$ cat src/rtl/m_store_buf.sv
// Four-entry store buffer: aligns sw/sh/sb into byte lanes, queues them
// for data memory in order, and flags pending-store hazards for loads.
module m_store_buf (
   input  logic        clk,
   input  logic        reset,
   input  logic        in_valid,
   output logic        in_ready,
   input  logic [31:0] in_addr,
   input  logic [31:0] in_data,
   input  logic [1:0]  in_op,
   output logic        mem_valid,
   input  logic        mem_ready,
   output logic [31:0] mem_addr,
   output logic [31:0] mem_wdata,
   output logic [3:0]  mem_be,
   output logic        align_err,
   output logic [2:0]  count,
   input  logic [31:0] chk_addr,
   output logic        chk_hit
);

   logic [29:0] addr_q [4];
   logic [31:0] data_q [4];
   logic [3:0]  be_q   [4];
   logic [1:0]  wr_ptr;
   logic [1:0]  rd_ptr;
   logic        aligned;
   logic [3:0]  be_n;
   logic [31:0] data_n;
   logic        enq;
   logic        deq;
   logic        bad;
   logic [1:0]  off;

   always_comb begin
      aligned = 1'b0;
      be_n    = 4'b0000;
      data_n  = 32'h0;
      unique case (1'b1)
         (in_op == 2'b00): begin
            aligned = (in_addr[1:0] == 2'b00);
            be_n    = 4'b1111;
            data_n  = in_data;
         end
         (in_op == 2'b01): begin
            aligned = !in_addr[0];
            be_n    = in_addr[1] ? 4'b1100 : 4'b0011;
            data_n  = in_addr[1] ? {in_data[15:0], 16'h0}
                                 : {16'h0, in_data[15:0]};
         end
         (in_op == 2'b10): begin
            aligned = 1'b1;
            be_n    = 4'b0001 << in_addr[1:0];
            data_n  = {24'h0, in_data[7:0]} << {in_addr[1:0], 3'b000};
         end
         default: aligned = 1'b0;
      endcase
   end

   // in_ready depends only on registered count, never on mem_ready
   assign in_ready  = (count != 3'd4);
   assign mem_valid = (count != 3'd0);
   assign enq       = in_valid && in_ready && aligned;
   assign bad       = in_valid && in_ready && !aligned;
   assign deq       = mem_valid && mem_ready;

   always_ff @(posedge clk) begin
      if (reset) begin
         count     <= 3'd0;
         wr_ptr    <= 2'd0;
         rd_ptr    <= 2'd0;
         align_err <= 1'b0;
      end else begin
         align_err <= bad;
         if (enq) wr_ptr <= wr_ptr + 2'd1;
         if (deq) rd_ptr <= rd_ptr + 2'd1;
         unique case ({enq, deq})
            2'b10:   count <= count + 3'd1;
            2'b01:   count <= count - 3'd1;
            default: count <= count;
         endcase
      end
   end

   always_ff @(posedge clk) begin
      if (enq && !reset) begin
         addr_q[wr_ptr] <= in_addr[31:2];
         data_q[wr_ptr] <= data_n;
         be_q[wr_ptr]   <= be_n;
      end
   end

   assign mem_addr  = mem_valid ? {addr_q[rd_ptr], 2'b00} : 32'h0;
   assign mem_wdata = mem_valid ? data_q[rd_ptr] : 32'h0;
   assign mem_be    = mem_valid ? be_q[rd_ptr] : 4'b0000;

   // slot i is occupied when its distance from the head is below count
   always_comb begin
      chk_hit = 1'b0;
      off     = 2'd0;
      for (int i = 0; i < 4; i++) begin
         off = 2'(i) - rd_ptr;
         if (({1'b0, off} < count) && (addr_q[i] == chk_addr[31:2]))
            chk_hit = 1'b1;
      end
   end

endmodule

$ cat config.mk
export PLATFORM = sky130hd
export DESIGN_NAME = m_store_buf
export DESIGN_NICKNAME = d
export VERILOG_FILES = /design/src/rtl/m_store_buf.sv
export SDC_FILE = /design/constraint.sdc
export NUM_CORES = 1
export LEC_CHECK = 0
export CAP_MARGIN = 20
export CORE_ASPECT_RATIO = 0.7
export CORE_UTILIZATION = 45
export CTS_BUF_LIST = sky130_fd_sc_hd__clkbuf_4
export DETAILED_ROUTE_END_ITERATION = 8
export PLACE_DENSITY = 0.68
export REMOVE_ABC_BUFFERS = 1
export SYNTH_ARGS = -nofsm -noshare
export SYNTH_HDL_FRONTEND = slang
export SYNTH_SLANG_ARGS = --single-unit
export TNS_END_PERCENT = 10
$ cat constraint.sdc
create_clock -name clk -period 7.29 [get_ports clk]
set_input_delay 1.0935 -clock clk [delete_from_list [all_inputs] [get_ports clk]]
set_output_delay 1.0935 -clock clk [all_outputs]
set_load 0.1 [all_outputs]
; Word level (Yosys, flattened, before mapping)
; Memories as Yosys holds them, arrays and structs flattened. A register that Yosys moved wholly into a read port is not among the register bits.
; Cells that the tools add are included.
[op_classes]
muxes = 21
n_shift = 2
n_lt_le_gt_ge = 4
n_eq_ne = 9
addsub = 8
reduce_logical = 16
[ops]
columns = op, n
row1 = 30-bit == test, 4
row2 = 32-bit two-way mux, 3
row3 = 32-bit one-hot mux with 3 select lines, 1
row4 = 8-bit by 5-bit << shifter with 32-bit output, 1
row5 = 2-bit by 3-bit less-than comparator with 1-bit output, 4
row6 = 2-bit two-way mux, 6
row7 = 4-bit one-hot mux with 3 select lines, 1
row8 = 1-bit logical AND, 9
row9 = 4-bit two-way mux, 2
row10 = 1-bit two-way mux, 6
row11 = 3-bit one-hot mux with 2 select lines, 1
row12 = 2-bit by 1-bit adder with 2-bit output (second input constant), 2
row13 = 2-bit by 1-bit == test with 1-bit output (second input constant), 2
row14 = 2-bit == test (second input constant), 2
row15 = 2-bit zero test, 2
row16 = 1-bit by 2-bit << shifter with 4-bit output (first input constant), 1
row17 = 1-bit by 2-bit subtractor with 2-bit output (first input constant), 2
row18 = 2-bit subtractor (first input constant), 2
row19 = 3-bit by 1-bit adder with 3-bit output (second input constant), 1
row20 = 1-bit zero test, 3
row21 = 3-bit != test (second input constant), 1
row22 = 1-bit one-hot mux with 3 select lines, 1
row23 = 3-bit nonzero test, 1
row24 = 3-bit by 1-bit subtractor with 3-bit output (second input constant), 1
row25 = 2-bit nonzero test, 1
[totals]
ff_bits = 8
inputBits = 102
mem_count = 3
output_inout_bits = 75
mem_bits_rw = 264
wordCells = 67
[memory_table]
columns = name, depth, word_bits, rd, rd_ports_with_merged_regs, write_ports, line
row1 = data_q, 4, 32, 1, 1, 1, 23  ; logic [31:0] data_q [4];
row2 = addr_q, 4, 30, 5, 1, 1, 22  ; logic [29:0] addr_q [4];
row3 = be_q, 4, 4, 1, 1, 1, 24  ; logic [3:0] be_q [4];

; Logic depth before layout (Yosys ltp)
; Gate-level depths: netlist of the first run.
[depth]
word_depth = 7
ltp_mapped = 11
ltp_nobuf = 10

; Worst setup path before layout of the first run
; OpenSTA, ideal clock, no wires.
[synth_path]
kind = register to output
start = register count[1]
end = output chk_hit
t_arrival_ps = 3273
stages_incl_launch_ff = 8
t_required_ps = 6196
path_buffers = 0
path_slack_ps = 2924
cell_sequence = dfxtp_1 -> inv_1 -> ha_1 -> inv_1 -> a2111oi_0 -> nand4_1 -> or4_1 -> nand4_1
[synth_between]
elab_chain_cells = 6
elab_cells_between_ends = 12
cone_classes = 4 x order compare / 4 x mux / 4 x reduce/logical
[synth_lines]
columns = element, line
row1 = "start, declared", 17  ; output logic [2:0] count,
row2 = "start signal, assigned", 78  ; 2'b10: count <= count + 3'd1;
row3 = "start signal, assigned", 79  ; 2'b01: count <= count - 3'd1;
row4 = "start signal, assigned", 80  ; default: count <= count;
row5 = 2-bit by 3-bit less-than comparator with 1-bit output, 103  ; if (({1'b0, off} < count) && (addr_q[i] == chk_addr[31:2]))
row6 = 1-bit logical AND, 103
row7 = 1-bit two-way mux (3 in a row), 103
row8 = 1-bit two-way mux *, 103
row9 = "end, declared", 19  ; output logic chk_hit
; Mark *: on every way between the ends. The rest lies on a longest branch, timed or not.

; Worst setup path in the final report of the first run
[layout_path]
start = input chk_addr[20]
end = output chk_hit
[layout_between]
elab_chain_cells = 6
elab_cells_between_ends = 12
cone_classes = 4 x eq/ne / 4 x mux / 4 x reduce/logical
[layout_lines]
columns = element, line
row1 = "start, declared", 18  ; input logic [31:0] chk_addr,
row2 = 30-bit == test, 103
row3 = 1-bit logical AND, 103
row4 = 1-bit two-way mux (3 in a row), 103
row5 = 1-bit two-way mux *, 103
; Marks and branches as above.

==> results.ini, run 1 <==
[flow_run]
cap_violations=0

[critical_path]
worstRegToRegCells=9
cp_slowest_stage_delay_ns=1.14
arrival_ns=4.55
crit_chain=clkdlybuf4s50_1, xor2_1, nor4_1, nand4_1, or4_1, nand4_1, clkdlybuf4s50_1
startpoint_type=input pin
worstSetupEndpointType=primary output
cp_slowest_cell=clkdlybuf4s50_1
crit_required_ns=6.20
criticalPathCategory=input pin to primary output
worstPathMaxFanout=4
rrSetupSlack_ns=4.36

[clock_tree]
path_clk_slew_ns=0.05
clockBufferDepth=3
root_buffer=clkbuf_4
clock-sinks=274
cts_resized=0
h-tree-depth=3
hold_buffers=0
clkLatencyLatePin_ns=0.66
numCtsBuffers=70
cts_setup_buffers=0
cts_tree=yes

[hold_path]
hold_path_class=flop to flop
hold_depth=2

[logic_synthesis]
yosysSeqAreaShare_pct=65.94
avgSynthCellArea_sq_um=17.12
synthFlopType=edfxtp_1
synth_cell_type_count=38
syn_area_sq_um=12330
syn-instance-count=720
async_reset_ff_share_pct=0
synth_edf_count=264
synth_seq_cells=274
yosys_warnings=0

[grt]
grt_start_max_net_pins=69
grt_usage_pct=22.49
grt_pass1_vias=7520
grt_overflow_total=0
grt_pass1_wl_um=45320
antenna_found_initial=2

[floorplan]
row_count=50
die_y_um=140.5
coreArea_sq_um=26840
die_w_um=199.8
num_io_pins=177
die_area_sq_um=28070
initial_core_util_pct=45.93

[sta]
fin_setup_tns_ns=0
rsz0062_at_grt=false
setup_viol=0
worst_pin_slew_ns=1.125
fmax_ghz=0.1773
final.setup.worst_slack_ns=1.651
finalHoldViolations=0
period_share_pct=77.36
min_period_ns=5.639
slew_headroom_pct=24.99
clock_skew_ns=0.03877
drv_slew=0

[place]
place_hpwl_um=20100
post-place-ws_ns=1.782
gp_congestion=0.8402
placed_cells=1229
numPortBuffers=172

[power_and_ir_drop]
irDropWorstVdd_mv=0.2239
leakage_nw=5.008
p_per_area_nw_per_um2=375.4

[detailed_routing]
num_vias=7363
route.detailed.drc=0
drt-total-wl_um=30810
dr.pass1.iters=5
ant_nets=0
drt_iter0_drc=640
wl_per_cell_um=22.89
avgViaCountPerCell=5.470

[final_layout]
layout-drive-gt1-share_pct=19.27
syn_to_final_growth_pct=23.82
nNetsFinal=1051
stdcell_count=1346
fillers=2185

[run_status]
outcome=finished clean

metal layers:
metal	up-vias	track usage, %	share of wire (%)
li1	3269	-	-
met1	3723	34.79	46
met2	330	31.20	44
met3	39	5.610	9.2
met4	2	6.509	1.2
met5	-	0	0.042
state kept, by name, summed over array words and instances, names as in the netlist, named ones only:
name,flops
data_q,128
be_q,16
wr_ptr,2
rd_ptr,2
count,3
addr_q,120
align_err,1
kinds of logic (layout without fill, tap and decap cells):
kind of cell / after synthesis / count (layout) / share of synthesized area (%)
compound gates: 45 / 45 / 2.954
fa+ha+maj: 10 / 10 / 1.076
other cells: 1 / 3 / 0.03042
flops: 274 / 274 / 65.94
mux: 66 / 66 / 12.06
xor+xnor: 126 / 126 / 8.953
buf+inv: 54 / 314 / 1.979
simple gates: 144 / 144 / 7.004
power breakdown:
group,total [mW],internal [mW],switching (mW)
clock,1.25,0.660,0.592
combinational,2.61,0.714,1.90
sequential,1.86,1.77,0.0948
final cells by class:
cell class	count	area (sq um)	share of cell area, %
antenna	1	2.502	0.01640
clock buffer	100	750.7	4.919
clock inverter	14	78.83	0.5165
inverter	19	71.32	0.4673
multi-input combinational	393	3969	26.00
sequential	274	8133	53.29
tap	364	455.4	2.984
timing repair buffer	181	1802	11.81
synthesized netlist by cell type, types with 6 or more instances:
cell,number,area [sq um]
xnor2_1,60,525.5
xor2_1,66,578.1
a222oi_1,8,80.08
nand2_1,6,22.52
mux4_2,66,1486
and2_1,79,494.2
inv_1,19,71.32
nor2_1,11,41.29
nor4_1,14,87.58
a22o_1,16,140.1
a21oi_1,8,40.04
nand4_1,19,118.9
clkbuf_1,20,75.07
dfxtp_1,10,200.2
buf_2,8,40.04
edfxtp_1,264,7928
ha_1,9,112.6
final timing paths:
kind                startpoint        end
setup / recovery  chk_addr[20]    chk_hit
hold / removal       wr_ptr[1]  wr_ptr[1]
setup reg to reg      count[0]   count[2]
hold reg to reg      wr_ptr[1]  wr_ptr[1]
layout by cell type (no fill, tap or decap), types with 6 or more instances in the layout:
cell type / count
a21oi_1: 8
a222oi_1: 8
a22o_1: 16
and2_1: 75
buf_4: 8
clkbuf_4: 100
clkdlybuf4s50_1: 172
clkinv_1: 10
dfxtp_1: 8
edfxtp_1: 264
ha_1: 9
inv_1: 19
mux4_2: 66
nand2_1: 6
nand4_1: 19
nor2_1: 11
nor4_1: 14
xnor2_1: 60
xor2_1: 66
worst max-delay path: cells and delay by family:
family                    cells  cell delay, ns
buffers and inverters         2            1.75
xor gates and xnor gates      1            0.18
and+or+nand+nor               4            1.52
through the flow:
stage | area, sq um | util, % | hold WS [ns] | total power [mW]
floorplan | 12160 | - | 0.4806 | 3.871
global placement | 14400 | 53.66 | 0.5040 | 4.521
detailed placement | 14400 | 53.66 | 0.5200 | 4.528
CTS | 15230 | 56.76 | 0.5272 | 5.792
global route | 15260 | 56.87 | 0.5713 | 5.950
finish | 15260 | 56.87 | 0.5293 | 5.730
Note: power is estimated with default switching activity, not from simulation.
==> run 2: changes to the inputs <==
Settings changed: PLACE_DENSITY 0.68 to 0.71.
Clock period 7.29 ns to 4.8 ns, I/O delays scaled along.
==> results.ini, run 2 (synthesis gave the netlist of run 1 again) <==
[power_and_ir_drop]
p_int_mw=4.732  ; was 3.145 mW
irDropWorstVdd_mv=0.4798  ; was 0.2239 mV
leakage_nw=5.170  ; was 5.008 nW
share_comb_of_total_power_pct=45.0  ; was 45.6%
p_per_area_nw_per_um2=572.5  ; was 375.4 nW/um^2
p_sw_mw=3.966  ; was 2.586 mW
pwr-share-seq_pct=32.2  ; was 32.5%
power_frac_clock_pct=22.8  ; was 21.8%
switching_share_pct=45.59  ; was 45.12%

[clock_tree]
cts_setup_buffers=0  ; unchanged
clockBufferDepth=3  ; unchanged
cts_resized=0  ; unchanged
root_buffer=clkbuf_4  ; unchanged
hold_buffers=0  ; unchanged
path_clk_slew_ns=0.06  ; was 0.05 ns
h-tree-depth=3  ; unchanged
cts_tree=yes  ; unchanged
numCtsBuffers=71  ; was 70
clock-sinks=274  ; unchanged
clkLatencyLatePin_ns=0.66  ; about the same

[grt]
grt_usage_pct=22.54  ; was 22.49%
grt_start_max_net_pins=67  ; was 69
grt_pass1_wl_um=45640  ; was 45,320 um
antenna_found_initial=4  ; was 2
grt_pass1_vias=7485  ; was 7,520
grt_overflow_total=0  ; unchanged

[hold_path]
hold_path_class=flop to flop  ; unchanged

[final_layout]
layout-drive-gt1-share_pct=26.82  ; was 19.27%
multiInputGateArea_sq_um=3966  ; was 3969 sq um
largest_register_ffs=128  ; unchanged
syn_to_final_growth_pct=23.27  ; was 23.82%
final_common_cell=edfxtp_1  ; unchanged
fillers=2126  ; was 2,185
top_register=data_q  ; unchanged
final_cell_mix=edfxtp_1, clkbuf_4, clkdlybuf4s50_1  ; was edfxtp_1, clkdlybuf4s50_1, clkbuf_4
reg_top3=data_q: 128 flops, addr_q: 120 flops, be_q: 16 flops  ; unchanged
fin_area_sq_um=15190  ; was 15,260 sq um
nNetsFinal=1053  ; was 1,051
seq_area_sq_um=8133  ; unchanged

[sta]
worst_pin_slew_ns=1.064  ; was 1.125 ns
fin_setup_tns_ns=0  ; unchanged
setup_viol=0  ; unchanged
drv_slew=0  ; unchanged
period_share_pct=81.23
rsz0062_at_grt=false  ; unchanged
slew_headroom_pct=29.08  ; was 24.99%
holdWs_ns=0.5183  ; was 0.5293 ns
finalHoldViolations=0  ; unchanged
clock_skew_ns=0.02734  ; was 0.03877 ns
fmax_ghz=0.2565
min_period_ns=3.899

[flow_run]
cap_violations=0  ; unchanged

[place]
gp_congestion=0.8458  ; was 0.8402
placed_area_sq_um=14310  ; was 14,400 sq um
numPortBuffers=172  ; unchanged
place_hpwl_um=20320  ; was 20,100 um

[critical_path]
worstSetupEndpointType=primary output  ; unchanged
criticalPathCategory=input pin to primary output  ; unchanged
rrSetupSlack_ns=1.96  ; was 4.36 ns
startpoint_type=input pin  ; unchanged
worstPathMaxFanout=4  ; unchanged
arrival_ns=3.18  ; was 4.55 ns
crit_required_ns=4.08  ; was 6.20 ns

[floorplan]
row_count=50  ; unchanged
initial_core_util_pct=45.93  ; unchanged
die_w_um=199.8  ; unchanged
coreArea_sq_um=26840  ; unchanged
die_area_sq_um=28070  ; unchanged
num_io_pins=177  ; unchanged
die_y_um=140.5  ; unchanged

[detailed_routing]
route.detailed.drc=0  ; unchanged
ant_nets=0  ; unchanged
num_vias=7454  ; was 7,363
avgViaCountPerCell=5.505  ; was 5.470
wl_per_cell_um=22.89  ; about the same
dr.pass1.iters=7  ; was 5
drt-total-wl_um=31000  ; was 30,810 um
drt_iter0_drc=836  ; was 640

[run_status]
outcome=finished clean  ; unchanged

run 2: changes by cell type in the layout (fill, tap and decap cells not counted), sizes merged:
cell,before,now
clkdlybuf4s50,172,104
clkbuf,100,105
clkinv,10,12
inv,22,21
diode,1,2
buf,9,78
run 2: per-stage QoR:
stage	total power, mW	util (%)	worst slack, ns	instances
global route	9.026	56.61	0.6603	1354
detailed placement	6.795	53.31	0.9739	1231
finish	8.698	56.61	0.9008	1354
floorplan	5.879	-	0.02595	686
CTS	8.787	56.56	0.8643	1351
global placement	6.781	53.31	1.009	1231
run 2: cell type report:
class | count | area share (%)
antenna | 2 | 0.03294
clock buffer | 105 | 5.188
clock inverter | 15 | 0.5600
inverter | 19 | 0.4694
multi-input combinational | 393 | 26.11
sequential | 274 | 53.53
tap | 364 | 2.998
timing repair buffer | 182 | 11.12
run 2: path summary, 6_finish.rpt:
path / startpoint / end / cells after the start
max reg2reg: count[0] / count[2] / 8
min: wr_ptr[1] / wr_ptr[1] / 2
max: chk_addr[20] / chk_hit / 7
min reg2reg: wr_ptr[1] / wr_ptr[1] / 2
run 2: critical path, stage by stage:
cell and delay, ns:
clkdlybuf4s50_1 0.61, xor2_1 0.16, nor4_1 0.51, nand4_1 0.17, or4_1 0.55, nand4_1 0.14, buf_4 0.31
run 2: per-layer routing:
| layer | up-vias | global-route usage [%] | part of all wire, % |
|---|---|---|---|
| met3 | 48 | 6.044 | 8.7 |
| met2 | 353 | 31.23 | 43 |
| met5 | - | 0 | 0.042 |
| li1 | 3274 | - | - |
| met1 | 3777 | 34.31 | 46 |
| met4 | 2 | 7.232 | 1.6 |
run 2: power by group through the flow:
stage / clock [mW] / sequential (mW) / combinational [mW]
after floorplan: 0 / 2.95 / 2.93
after global placement: 0 / 2.86 / 3.92
after detailed placement: 0 / 2.86 / 3.93
after CTS: 2.04 / 2.81 / 3.94
after global routing: 2.16 / 2.82 / 4.05
final: 1.98 / 2.80 / 3.91
==> variant 1: new RTL, flow settings as in run 2 <==
Remove the register `align_err`: a continuous assignment takes its place, so the output `align_err` follows one clock earlier.
--- a/src/rtl/m_store_buf.sv
+++ b/src/rtl/m_store_buf.sv
@@ -70,7 +70,5 @@
          wr_ptr    <= 2'd0;
          rd_ptr    <= 2'd0;
-         align_err <= 1'b0;
       end else begin
-         align_err <= bad;
          if (enq) wr_ptr <= wr_ptr + 2'd1;
          if (deq) rd_ptr <= rd_ptr + 2'd1;
@@ -82,4 +80,6 @@
       end
    end
+
+   assign align_err = bad;
 
    always_ff @(posedge clk) begin
Behaviour: not the same (Yosys sat finds a counterexample within 4 cycles, from zero or initial values and one cycle with reset high).
==> variant 1 against run 2 <==
  * Sequential share of layout area decreased by 0.30 points
  * Worst setup slack lost 0.28 ns
  * Synthesized area decreased by 0.11%
  * Clock skew up 0.013 ns
  * Synthesized cell count up 0.42%
  * Sequential cell count decreased by 1
  * Design area rose by 0.31%
  * Routed wire length down 2.0%
  * Highest routed layer is now met4
  * Power rose by 0.83%
==> variant 1: results (changes against run 2) <==
DRT iter0 DRCs: 543 (was 836)
slowest stage delay, CP: 0.83 ns (was 0.61 ns)
Clock Skews: 0.04067 ns (was 0.02734 ns)
clk buf depth: 3 (unchanged)
first-pass GRT wire length: 44.64 mm (was 45.64 mm)
post-synth cell types: 36 (was 38)
CTS clk-pin slew, worst paths: 0.05 ns
clk root buf: clkbuf_4 (unchanged)
crit-path max FO: 5 (was 4)
TritonCTS Buffers: 68 (was 71)
sequential element share of the synthesized area: 0.6585 (was 0.6594)
Post-synth EDFFs: 264 (unchanged)
port bufs: 172 (unchanged)
number of nets in the layout: 1048 (was 1053)
detailed-router iteration count before antenna repair: 5 (was 7)
CP delay by family, top: compound AO/OA/AOI/OAI gates (was simple AND/OR/NAND/NOR gates)
slowest cell on the critical path: a2111oi_0 (was clkdlybuf4s50_1)
Pleak: 5.068 nW (was 5.170 nW)
All-Layer GR Usage: 0.2211 (was 0.2254)
dpl ws: 0.8871 ns (was 0.9739 ns)
CTS HTree Levels: 3 (unchanged)
Synth area leaders: edfxtp_1 (64%), mux4_2 (12%), xnor2_1 (4.6%), xor2_1 (4.3%), and2_1 (4.0%) (was edfxtp_1 (64%), mux4_2 (12%), xor2_1 (4.7%), xnor2_1 (4.3%), and2_1 (4.0%))
max FFs per register: 128 (unchanged)
Setup Buffers After CTS: 0 (unchanged)
pin count of the biggest net entering global routing: 47 (was 67)
Peak supply drop: 0.4796 mV (was 0.4798 mV)
fraction of layout cells with a size suffix above 1: 0.2232 (was 0.2682)
post_cts resized: 0 (unchanged)
asr flop ratio synth: 0 (unchanged)
Commonest cells post-synth: edfxtp_1 (264), and2_1 (79), mux4_2 (66) (was edfxtp_1 (264), and2_1 (79), mux4_2 (66), xor2_1 (66), xnor2_1 (60))
Avg WL per Cell: 22.57 um (was 22.89 um)
Arrival @ worst endpoint: 3.46 ns (was 3.18 ns)
biggest regs: data_q x128, addr_q x120, be_q x16 (unchanged)
number of global-route vias before repair: 7357 (was 7485)
outcome: complete, no violations (unchanged)
Via Count: 7299 (was 7454)
Worst-Skew Late Latency: 0.67 ns
fraction of power spent switching nets: 0.4499 (was 0.4559)
YS warnings: 0 (unchanged)
GPL Wtd Cong: 0.8863 (was 0.8458)
initial antenna violation count: 1 (was 4)
hpwl dp: 20.44 mm (was 20.32 mm)
worst slew pin tran: 1.082 ns (was 1.064 ns)
==> variant 1: tightest hold or removal path, cell delays in order, from the launching register on <==
cell and delay, ns:
dfxtp_1 0.34, nand2_1 0.07, a21oi_1 0.06
==> variant 1: metal layers <==
metal	vias up	GRT usage	wire length, um
li1	3263	-	-
met2	310	0.3034	13250
met1	3686	0.3363	13720
met3	40	0.06501	2986
met5	-	0	0
met4	0	0.06870	418
==> variant 1: cell type report <==
| class | instances | area, um^2 |
|---|---|---|
| sequential | 273 | 8113 |
| inverter | 19 | 71.32 |
| antenna | 1 | 2.502 |
| multi-input combinational | 393 | 3960 |
| clock inverter | 16 | 138.9 |
| timing repair buffer | 181 | 1757 |
| fill | 2190 | 11530 |
| tap | 364 | 455.4 |
| clock buffer | 99 | 743.2 |
==> variant 1: power by group through the flow <==
stage	combinational [mW]	clock (mW)	sequential [mW]
after floorplan	2.93	0	2.94
after global placement	3.97	0	2.86
after detailed placement	3.98	0	2.87
after CTS	3.99	2.06	2.81
final	3.97	2.00	2.81
after global routing	4.10	2.16	2.83
==> variant 1: logic make-up after synthesis <==
kind of cell	Yosys count	share of synthesized area
mux	66	0.1207
xor+xnor	126	0.08963
compound gates	44	0.02876
buf+inv	58	0.02104
fa+ha+maj	10	0.01077
other cells	1	0.0003046
flops	273	0.6585
simple gates	145	0.07022
==> variant 1: stage by stage <==
step / instance area (um^2) / power [mW] / cells
CTS: 15240 / 8.861 / 1345
finish: 15240 / 8.770 / 1346
detailed placement: 14360 / 6.843 / 1230
global route: 15240 / 9.094 / 1346
floorplan: 12130 / 5.870 / 685
global placement: 14360 / 6.832 / 1230
==> variant 1: final timing paths <==
check	slack (ns)	end	cells past startpoint	startpoint
worst min register to register	0.51	wr_ptr[1]$_SDFFE_PP0P_	2	wr_ptr[1]$_SDFFE_PP0P_
worst max-delay path	0.62	chk_hit	8	rd_ptr[0]$_SDFFE_PP0P_
worst max register to register	1.60	count[2]$_SDFFE_PP0P_	9	count[0]$_SDFFE_PP0P_
worst min-delay path	0.51	wr_ptr[1]$_SDFFE_PP0P_	2	wr_ptr[1]$_SDFFE_PP0P_
==> variant 2: new RTL, settings of run 2 <==
Made on the original files. Make the reset (`reset`) asynchronous in one clocked block.
--- a/src/rtl/m_store_buf.sv
+++ b/src/rtl/m_store_buf.sv
@@ -65,5 +65,5 @@
    assign deq       = mem_valid && mem_ready;
 
-   always_ff @(posedge clk) begin
+   always_ff @(posedge clk or posedge reset) begin
       if (reset) begin
          count     <= 3'd0;
Check against the original RTL: differs if reset is asserted again (counterexample within 4 cycles, from zero or initial values and one cycle with reset high); with reset held inactive, the same outputs for 4 cycles.
==> variant 2 against run 2 <==
  * Routed wire length down 4.3%
  * Synthesized area up 0.40%
  * Largest cell class unchanged
  * Design area up 1.5%
  * Global-route usage down 1.1 points
  * Sequential cell count down 2
  * Critical path depth down 3
  * Power up 19%
  * Worst setup slack worse by 0.43 ns
==> variant 2: results (changes against run 2) <==
outcome: complete, no violations (unchanged)
R2R depth: 6 (was 8)
Mapped Cells: 733 (was 720)
placed insts: 1251 (was 1231)
worst reg-to-reg setup slack: 2.43 ns (was 1.96 ns)
worst reg2reg path startpoint: count[1]$_DFFE_PP0P_ (was count[0]$_SDFFE_PP0P_)
fraction of layout cells with a size suffix above 1: 0.1955 (was 0.2682)
Synth area leaders: edfxtp_1 (64%), mux4_2 (12%), xor2_1 (7.0%), and2_1 (3.9%), xnor2_1 (2.0%) (was edfxtp_1 (64%), mux4_2 (12%), xor2_1 (4.7%), xnor2_1 (4.3%), and2_1 (4.0%))
crit-path max FO: 33 (was 4)
number of global-route vias before repair: 7545 (was 7485)
Worst-Skew Late Latency: 0.63 ns (was 0.66 ns)
Routed WL: 29.67 mm (was 31.00 mm)
sequential element share of the synthesized area: 0.6568 (was 0.6594)
number of nets in the layout: 1073 (was 1053)
Clock Skews: 0.03456 ns (was 0.02734 ns)
count of non-filler cells in the finished layout: 1379 (was 1354)
Filler cells: 2147 (was 2126)
GPL Wtd Cong: 0.7905 (was 0.8458)
Arrival @ worst endpoint: 3.60 ns (was 3.18 ns)
asr flop ratio synth: 0.02941 (was 0)
biggest regs: data_q x128, addr_q x120, be_q x16 (unchanged)
Synth Area in Compound Gates: 0.02811 (was 0.02954)
top_reg_cell synth: edfxtp_1 (unchanged)
hpwl dp: 19.99 mm (was 20.32 mm)
pin count of the biggest net entering global routing: 58 (was 67)
CP delay by family, top: buffers and inverters (was simple AND/OR/NAND/NOR gates)
FF-to-FF End: data_q[0][23]$_DFFE_PP_ (was count[2]$_SDFFE_PP0P_)
switching power: 5.009 mW (was 3.966 mW)
DRT iter0 DRCs: 531 (was 836)
mux cell area share after synthesis: 0.1218 (was 0.1206)
slowest stage delay, CP: 0.96 ns (was 0.61 ns)
post-synth cell types: 35 (was 38)
Pleak: 5.306 nW (was 5.170 nW)
All-Layer GR Usage: 0.2146 (was 0.2254)
CP endpoint: mem_addr[25] (was chk_hit)
Slew HR: 0.2897 (was 0.2908)
placed inst area: 14530 um^2 (was 14310 um^2)
detailed-router iteration count before antenna repair: 5 (was 7)
Min-Delay Path Class: primary input to asynchronous set/reset pin (was register to register)
Crit. Startpoint: rd_ptr[0]$_DFFE_PP0P_ (was chk_addr[20])
XOR/XNOR share of the synthesized area: 0.08989 (was 0.08953)
fin area: 15420 um^2 (was 15190 um^2)
first-pass GRT wire length: 44.81 mm (was 45.64 mm)
gr ovfl total: 0 (unchanged)
TritonCTS Buffers: 71 (unchanged)
Peak supply drop: 0.4452 mV (was 0.4798 mV)
Synth Area in Adders: 0.01072 (was 0.01076)
Commonest cells post-synth: edfxtp_1 (264), xor2_1 (99), and2_1 (77) (was edfxtp_1 (264), and2_1 (79), mux4_2 (66), xor2_1 (66), xnor2_1 (60))
==> variant 2: changes by cell type after synthesis, moves of 7 or more <==
cell / delta
dfrtp_1: +8
a22o_1: -8
xnor2_1: -32
o21ai_0: +7
nand4_1: -9
xor2_1: +33
a21oi_1: +7
nor4_1: +8
nor2b_1: +9
dfxtp_1: -10
==> variant 2: power groups by stage <==
stage,Combinational (mW),Sequential [mW],Clock [mW]
2_1_floorplan,4.05,3.16,0
3_3_place_gp,5.52,2.99,0
3_5_place_dp,5.53,3.00,0
4_1_cts,5.55,2.95,1.96
5_1_grt,5.71,2.97,2.09
6_report,5.50,2.94,1.90
==> variant 2: how the worst min path moves through the flow <==
stage | cells after the start | endpoint | slack [ns] | startpoint
after floorplan | 1 | wr_ptr[1]$_DFFE_PP0P_ | 0.53 | wr_ptr[1]$_DFFE_PP0P_
after global placement | 1 | count[0]$_DFFE_PP0P_ | 0.51 | count[0]$_DFFE_PP0P_
after detailed placement | 1 | count[0]$_DFFE_PP0P_ | 0.54 | count[0]$_DFFE_PP0P_
after CTS | 2 | count[1]$_DFFE_PP0P_ | 0.32 | reset
after global routing | 2 | count[1]$_DFFE_PP0P_ | 0.35 | reset
final | 2 | count[1]$_DFFE_PP0P_ | 0.39 | reset
==> variant 2: logic make-up after synthesis <==
group | count (synthesis)
AO/OA/AOI/OAI | 50
flip-flops | 272
AND/OR/NAND/NOR | 150
other | 1
XOR/XNOR | 127
buffers and inverters | 55
multiplexers | 68
adder cells (fa/ha/maj) | 10
==> variant 2: worst reg2reg max path: stages, from the launching register on <==
cell	delay (ns)
dfrtp_1	0.38
inv_1	0.19
nand3_1	0.22
nand2_1	0.07
nor2_1	0.36
and3_2	0.26
buf_4	0.48
==> variant 2: area by class of cell <==
cell class	instances	share of cell area
timing repair buffer	188	0.1209
antenna	2	0.0003246
tap	364	0.02954
clock inverter	26	0.008358
inverter	21	0.005112
clock buffer	99	0.04820
multi-input combinational	407	0.2601
sequential	272	0.5275
==> variant 2: through the flow <==
step	power, mW	worst slack, ns
after floorplan	7.218	-0.3836
after global placement	8.511	0.9944
after detailed placement	8.533	0.8888
after CTS	10.46	0.3526
after global routing	10.77	0.2668
final	10.35	0.4754
==> variant 2: metal layers <==
layer  up-vias  part of all wire  GRT usage
met5         -           0.00044          0
met4         2             0.012    0.06397
met3        34             0.081    0.05340
met2       287              0.43     0.2990
met1      3683              0.47     0.3297
li1       3330                 -          -
